### src/rtl/button_pkg.sv
// rtl/button_pkg.sv - shared types and constants for the button press classifier
package button_pkg;

    typedef enum logic [2:0] {
        S_IDLE   = 3'd0,
        S_PRESS1 = 3'd1,
        S_WAIT2  = 3'd2,
        S_PRESS2 = 3'd3,
        S_HELD   = 3'd4
    } state_t;

    // Default timing at a 100 MHz clock.
    localparam int unsigned LONG_TIME_DEF   = 100_000_000;
    localparam int unsigned DOUBLE_GAP_DEF  = 30_000_000;
    localparam int unsigned REPEAT_TIME_DEF = 20_000_000;
    localparam int          CW_DEF          = 27;

    // Event codes for the top-level control mux.
    localparam logic [2:0] EV_NONE   = 3'd0;
    localparam logic [2:0] EV_SHORT  = 3'd1;
    localparam logic [2:0] EV_DOUBLE = 3'd2;
    localparam logic [2:0] EV_LONG   = 3'd3;
    localparam logic [2:0] EV_REPEAT = 3'd4;

endpackage

### src/rtl/edge_detect.sv
// rtl/edge_detect.sv - rising/falling edge detector on a synchronous level
module edge_detect #(
    parameter logic INIT = 1'b1
) (
    input  logic clk,
    input  logic reset,
    input  logic in,
    output logic rise,
    output logic fall
);

    logic prev;

    // Track the previous sample; INIT=1 hides a level already high at reset.
    always_ff @(posedge clk) begin
        if (reset) begin
            prev <= INIT;
        end else begin
            prev <= in;
        end
    end

    assign rise = in & ~prev;
    assign fall = ~in & prev;

endmodule

### src/rtl/button_press_classifier.sv
// rtl/button_press_classifier.sv - short/double/long press and auto-repeat classifier
module button_press_classifier
    import button_pkg::*;
#(
    parameter int unsigned LONG_TIME   = LONG_TIME_DEF,
    parameter int unsigned DOUBLE_GAP  = DOUBLE_GAP_DEF,
    parameter int unsigned REPEAT_TIME = REPEAT_TIME_DEF,
    parameter int          CW          = CW_DEF
) (
    input  logic clk,
    input  logic reset,
    input  logic enable,
    input  logic btn,
    output logic short_press,
    output logic double_press,
    output logic long_press,
    output logic repeat_pulse,
    output logic busy
);

    localparam logic [CW-1:0] LONG_LAST   = CW'(LONG_TIME - 1);
    localparam logic [CW-1:0] GAP_LAST    = CW'(DOUBLE_GAP - 1);
    localparam logic [CW-1:0] REPEAT_LAST = CW'(REPEAT_TIME - 1);
    localparam logic [CW-1:0] CNT_ONE     = CW'(1);

    state_t        state;
    logic [CW-1:0] cnt;
    logic          rise;
    logic          fall;

    edge_detect #(
        .INIT (1'b1)
    ) u_edge (
        .clk   (clk),
        .reset (reset),
        .in    (btn),
        .rise  (rise),
        .fall  (fall)
    );

    // Gesture FSM with its cycle counter and registered one-cycle pulses.
    always_ff @(posedge clk) begin
        if (reset) begin
            state        <= S_IDLE;
            cnt          <= '0;
            short_press  <= 1'b0;
            double_press <= 1'b0;
            long_press   <= 1'b0;
            repeat_pulse <= 1'b0;
        end else begin
            short_press  <= 1'b0;
            double_press <= 1'b0;
            long_press   <= 1'b0;
            repeat_pulse <= 1'b0;
            if (!enable) begin
                state <= S_IDLE;
                cnt   <= '0;
            end else begin
                case (state)
                    S_IDLE: begin
                        cnt <= '0;
                        if (rise) begin
                            state <= S_PRESS1;
                        end
                    end
                    S_PRESS1: begin
                        // A release on the timeout edge still counts as a short press.
                        if (fall) begin
                            state <= S_WAIT2;
                            cnt   <= '0;
                        end else if (cnt == LONG_LAST && btn) begin
                            long_press <= 1'b1;
                            state      <= S_HELD;
                            cnt        <= '0;
                        end else begin
                            cnt <= cnt + CNT_ONE;
                        end
                    end
                    S_WAIT2: begin
                        // A second press on the timeout edge still counts as a double press.
                        if (rise) begin
                            double_press <= 1'b1;
                            state        <= S_PRESS2;
                            cnt          <= '0;
                        end else if (cnt == GAP_LAST) begin
                            short_press <= 1'b1;
                            state       <= S_IDLE;
                            cnt         <= '0;
                        end else begin
                            cnt <= cnt + CNT_ONE;
                        end
                    end
                    S_PRESS2: begin
                        cnt <= '0;
                        if (fall) begin
                            state <= S_IDLE;
                        end
                    end
                    S_HELD: begin
                        if (fall) begin
                            state <= S_IDLE;
                            cnt   <= '0;
                        end else if (cnt == REPEAT_LAST) begin
                            repeat_pulse <= 1'b1;
                            cnt          <= '0;
                        end else begin
                            cnt <= cnt + CNT_ONE;
                        end
                    end
                    default: begin
                        state <= S_IDLE;
                        cnt   <= '0;
                    end
                endcase
            end
        end
    end

    assign busy = (state != S_IDLE);

endmodule
### config.mk
export PLATFORM = sky130hd
export DESIGN_NAME = button_press_classifier
export DESIGN_NICKNAME = d
export VERILOG_FILES = /design/src/rtl/button_pkg.sv /design/src/rtl/edge_detect.sv /design/src/rtl/button_press_classifier.sv
export SDC_FILE = /design/constraint.sdc
export NUM_CORES = 1
export LEC_CHECK = 0
export ABC_AREA = 1
export CORE_UTILIZATION = 30
export DETAILED_ROUTE_END_ITERATION = 8
export GPL_TIMING_DRIVEN = 1
export MAX_ROUTING_LAYER = met4
export PLACE_DENSITY_LB_ADDON = 0.05
export SYNTH_ARGS = -nofsm -noshare
export SYNTH_HDL_FRONTEND = slang
export SYNTH_HIERARCHICAL = 1
export SYNTH_SLANG_ARGS = --single-unit
### constraint.sdc
create_clock -name clk -period 3.5 [get_ports clk]
set_clock_uncertainty 0.05 [all_clocks]
set_input_delay 0.35 -clock clk [delete_from_list [all_inputs] [get_ports clk]]
set_output_delay 0.35 -clock clk [all_outputs]
set_load 0.02 [all_outputs]
# Yosys cells after proc, flatten, opt, wreduce, memory -nomap -nowiden
# Cells that the tools add are included.
op_classes:
  mux: 18
  eq_ne: 11
  bitwise_logic: 8
  addsub: 1
  n_reduce_logical: 10
op_table:
  columns: ["cell", "count"]
  rows:
  - ["$mux W27", 6]
  - ["$pmux W27 S3", 1]
  - ["$eq A27 B25 Y1 const B", 2]
  - ["$add A27 B1 Y27 const B", 1]
  - ["$eq A27 B27 Y1 const B", 1]
  - ["$mux W3", 6]
  - ["$pmux W3 S4", 1]
  - ["$reduce_or A4 Y1", 3]
  - ["$eq A3 B2 Y1 const B", 2]
  - ["$ne A3 B3 Y1 const B", 2]
  - ["$not A1 Y1", 6]
  - ["$mux W1", 4]
  - ["$reduce_and A4 Y1", 1]
  - ["$reduce_or A2 Y1", 2]
  - ["$eq A3 B1 Y1 const B", 1]
  - ["$eq A3 B3 Y1 const B", 1]
  - ["$logic_not A3 Y1", 1]
  - ["$reduce_bool A3 Y1", 1]
  - ["$reduce_or A3 Y1", 1]
  - ["$and A1 B1 Y1", 2]
  - ["$ne A2 B1 Y1 const B", 1]
  - ["$ne A2 B2 Y1 const B", 1]
  - ["$logic_and A1 B1 Y1", 1]
word_totals:
  wordCells: 55
  reg_bits: 35
  inputBits: 4

# Depth between registers and ports, before layout
logic_depth:
  ltp_word: 5
  ltp_mapped: 11

# Hierarchy
# The synthesis kept the hierarchy.
modules_own_cells:
  columns: ["mod", "area_per_inst_um2", "n_inst", "cells_per_inst"]
  rows:
  - ["button_press_classifier", 2069.5, 1, 328]
  - ["edge_detect", 42.5, 1, 7]

# Worst setup path before layout
# No wires, ideal clock.
synth_path:
  path_kind: "reg2reg"
  start: "register cnt[0]"
  end: "register cnt[0]"
  path_stages_with_launch: 12
  path_buffers: 1
  setup_ns: 0.119
  path_slack_ns: 1.837
  arrival_ns: 1.495
  required_time_ns: 3.331
  cell_sequence: "dfxtp_1 > ha_1 > nand2_2 > nor2_2 > nand2_2 > inv_1 > nand3_1 > nand2_2 > nand3_4 > nand2_4 > buf_6 > nor2_1"
synth_between:
  elab_chain_len: 5
synth_lines:
  columns: ["item", "line", "rtl"]
  rows:
  - ["start: declaration", "button_press_classifier.sv:27", "logic [CW-1:0] cnt;"]
  - ["start signal: assignment", "button_press_classifier.sv:76", "cnt <= cnt + CNT_ONE;"]
  - ["start signal: assignment", "button_press_classifier.sv:90", "cnt <= cnt + CNT_ONE;"]
  - ["start signal: assignment", "button_press_classifier.sv:107", "cnt <= cnt + CNT_ONE;"]
  - ["branches (longest 4 deep; another with $add A27 B1 Y27)", null, null]
  - ["$pmux W27 S3 (*)", "button_press_classifier.sv:59", "case (state)"]
# Every way passes the cells marked *.
# A chain may end at the register's enable or synchronous reset.

# Worst setup path after layout
layout_path:
  start: "register state[1]"
  end: "register cnt[26]"
layout_between:
  elab_chain_len: 2
layout_lines:
  columns: ["item", "line", "rtl"]
  rows:
  - ["start: declaration", "button_press_classifier.sv:26", "state_t state;"]
  - ["start signal: assignment", "button_press_classifier.sv:44", "state <= S_IDLE;"]
  - ["start signal: assignment", "button_press_classifier.sv:56", "state <= S_IDLE;"]
  - ["start signal: assignment", "button_press_classifier.sv:63", "state <= S_PRESS1;"]
  - ["$eq A3 B3 Y1, or another cell as far along", "button_press_classifier.sv:59", null]
  - ["$pmux W27 S3 (*)", "button_press_classifier.sv:59", null]
# Every way passes the cells marked *; elsewhere a longest branch is shown, timed or not.

==> metrics.cfg <==
[run_status]
outcome = finished, final reports clean

[synthesis]
syn_nets = 340
synth_top_family_by_area = simple AND/OR/NAND/NOR gates
synth.area.mux_share_pct = 0
async_flop_share_pct = 0
synth_compound_area_share_pct = 3.969
yosys-top-cells-count = 77 x nand2_1, 62 x nor2_1, 59 x inv_1, 35 x dfxtp_1, 23 x nand3_1
synth_area_sq_um = 2112
synth_fa_ha_area_share_pct = 0.5924
synth.distinct_cells = 24
synth-xor-area-share_pct = 4.562
synth-seq-cells = 35
synth_simple_gate_area_share_pct = 45.91
synth_top_area_share_pct = 33.18
yosysMostFrequentCell = nand2_1
synth_area_leader_cell = dfxtp_1
seq_area_frac_synth_pct = 33.18
synth_enable_flop_cells = 0
synthFlopType = dfxtp_1
synthTopCellsByArea = dfxtp_1 33%, nand2_1 14%, nor2_1 11%
synth.avg_cell_area_sq_um = 6.305
yosysWarnings = 6
netlist_instances = 335

[pwr]
net-switching-power_w = 0.0001727
power.share.clock_pct = 38.4
internal_power_w = 0.0005471
p_per_area_nw_per_um2 = 305.4
max-vdd-ir-drop_uv = 149.8
p_seq_share_pct = 55.8
p_leak_nw = 0.9730
p_total_w = 0.0007198
p_comb_share_pct = 5.8
swShare_pct = 23.99

[sta]
period_needed_ns = 2.130
slew_headroom_pct = 36.22
fin_hold_ws_ns = 0.4400
max_freq_mhz = 469.6
worst_slew_pin_slew_ns = 0.9504
period_share_pct = 60.85
finalSetupViolCount = 0
rsz0062_at_grt = false
setup_tns_ns = 0
maxSlewViolCount = 0
hold_violations = 0

[finish]
n_antenna_cell = 0
fill_cells = 786
regArea_sq_um = 700.7
drive_above_1_share_pct = 6.069
fin_util_pct = 34.70
instances_no_fill = 442
area_growth_pct = 11.61
multi_input_area_sq_um = 1162
nNetsFinal = 352

[floorplanning]
dieArea_sq_um = 7380
start_util_pct = 31.09
die_w_microns = 85.91
core_area_sq_um = 6794
num_rows = 30
fp.dieH_microns = 85.91
ios = 9

[detailed_routing]
drt_iter0_drc = 93
met3WireLength_microns = 211
routed.top_layer = met4
wl_mm = 5.439
vias = 1997
ant_nets = 0
vias_per_cell = 4.518
drtPass1Iterations = 4
drc_errors = 0
post_drt_wl_per_cell_microns = 12.31
met2_length_mm = 2.479
met1Wirelength_mm = 2.671

[setup_path]
cp.required_ns = 3.63
crit_fanout = 13
endpoint_kind = register
arrival_ns = 2.26
rr_worst_depth = 7
critical_path_class = register to register
cp-start-kind = register

[cts]
cts_tree = yes
htree_levels = 2
cts-resized-gates = 0
cts_setup_buffers = 0
clock_path_buffers = 2
path_clk_slew_ns = 0.08
worstSkewPairLatency_ns = 0.29
hold_buffers = 0
cts_buffers = 5
root_buffer = clkbuf_8
clock_sinks = 35

[job]
max_cap_viol_count = 0

[global_routing]
grt_pass1_vias = 1960
antenna_found_initial = 0
track_usage_pct = 17.16
grt_overflow_total = 0
grt_pass1_wl_mm = 9.466
grt_max_degree = 15

[worst_hold_path]
min_path_cells = 1
min_path_type = register to register

[placement]
dpl.hpwl_mm = 4.291
port_buffers = 8
gp_congestion = 0.8463
numPlacedInstances = 436

## worst max-delay path, stage by stage, from the launching register on
cell	delay, ns
dfxtp_1	0.39
inv_1	0.10
nand3_1	0.13
nand2_1	0.07
o21ai_1	0.74
inv_1	0.24
nand2_4	0.24
nor2_1	0.07
## worst paths after layout
| check | startpoint | end | slack [ns] |
|---|---|---|---|
| max | state[1] | cnt[26] | 1.37 |
| min | cnt[0] | cnt[0] | 0.44 |
| max reg2reg | state[1] | cnt[26] | 1.37 |
| min reg2reg | cnt[0] | cnt[0] | 0.44 |
## power groups by stage
stage	Sequential (W)	Clock (W)	Combinational (W)
after CTS	0.000402	0.000290	0.0000420
after global routing	0.000402	0.000303	0.0000471
final	0.000402	0.000276	0.0000415
after global placement	0.000411	0	0.0000421
after floorplan	0.000411	0	0.0000304
after detailed placement	0.000411	0	0.0000416
## cells by family (layout without fill, tap and decap cells)
family,Yosys count,after routing
and+or+nand+nor,211,211
buffers and inverters,62,73
DFF,35,35
AOI/OAI and AO/OA,15,15
xor gates and xnor gates,11,11
adders and majority gates,1,1
## stage by stage
stage	area (sq um)	worst slack, ns
floorplan	2112	1.837
global placement	2285	1.321
detailed placement	2285	1.281
CTS	2357	1.322
global route	2357	1.104
finish	2357	1.370
## cell type report
class	count	share of cell area (%)
Inverter	59	9.395
Sequential cell	35	29.72
Timing Repair Buffer	8	3.397
Multi-Input combinational cell	238	49.31
Tap cell	96	5.096
Clock buffer	6	3.079
## sequential cells by signal, summed over array words and instances, names as in the netlist
name          flops
long_press        1
state             3
u_edge/prev       1
short_press       1
cnt              27
repeat_pulse      1
double_press      1
## per-layer routing
metal  track usage (%)  up-vias
li1                  -     1069
met1             21.58      885
met4             5.152        0
met3             2.984        7
met5                 -        -
met2             28.07       36
## cells in the final DEF, fill, tap and decap left out, types with 8 or more instances in the layout
cell type	instances
nor2_1	62
nand4_1	16
clkdlybuf4s50_1	8
nand3_1	23
nor3_1	13
xor2_1	10
inv_1	59
nand2_1	77
dfxtp_1	35
(Power assumes the default switching activity.)
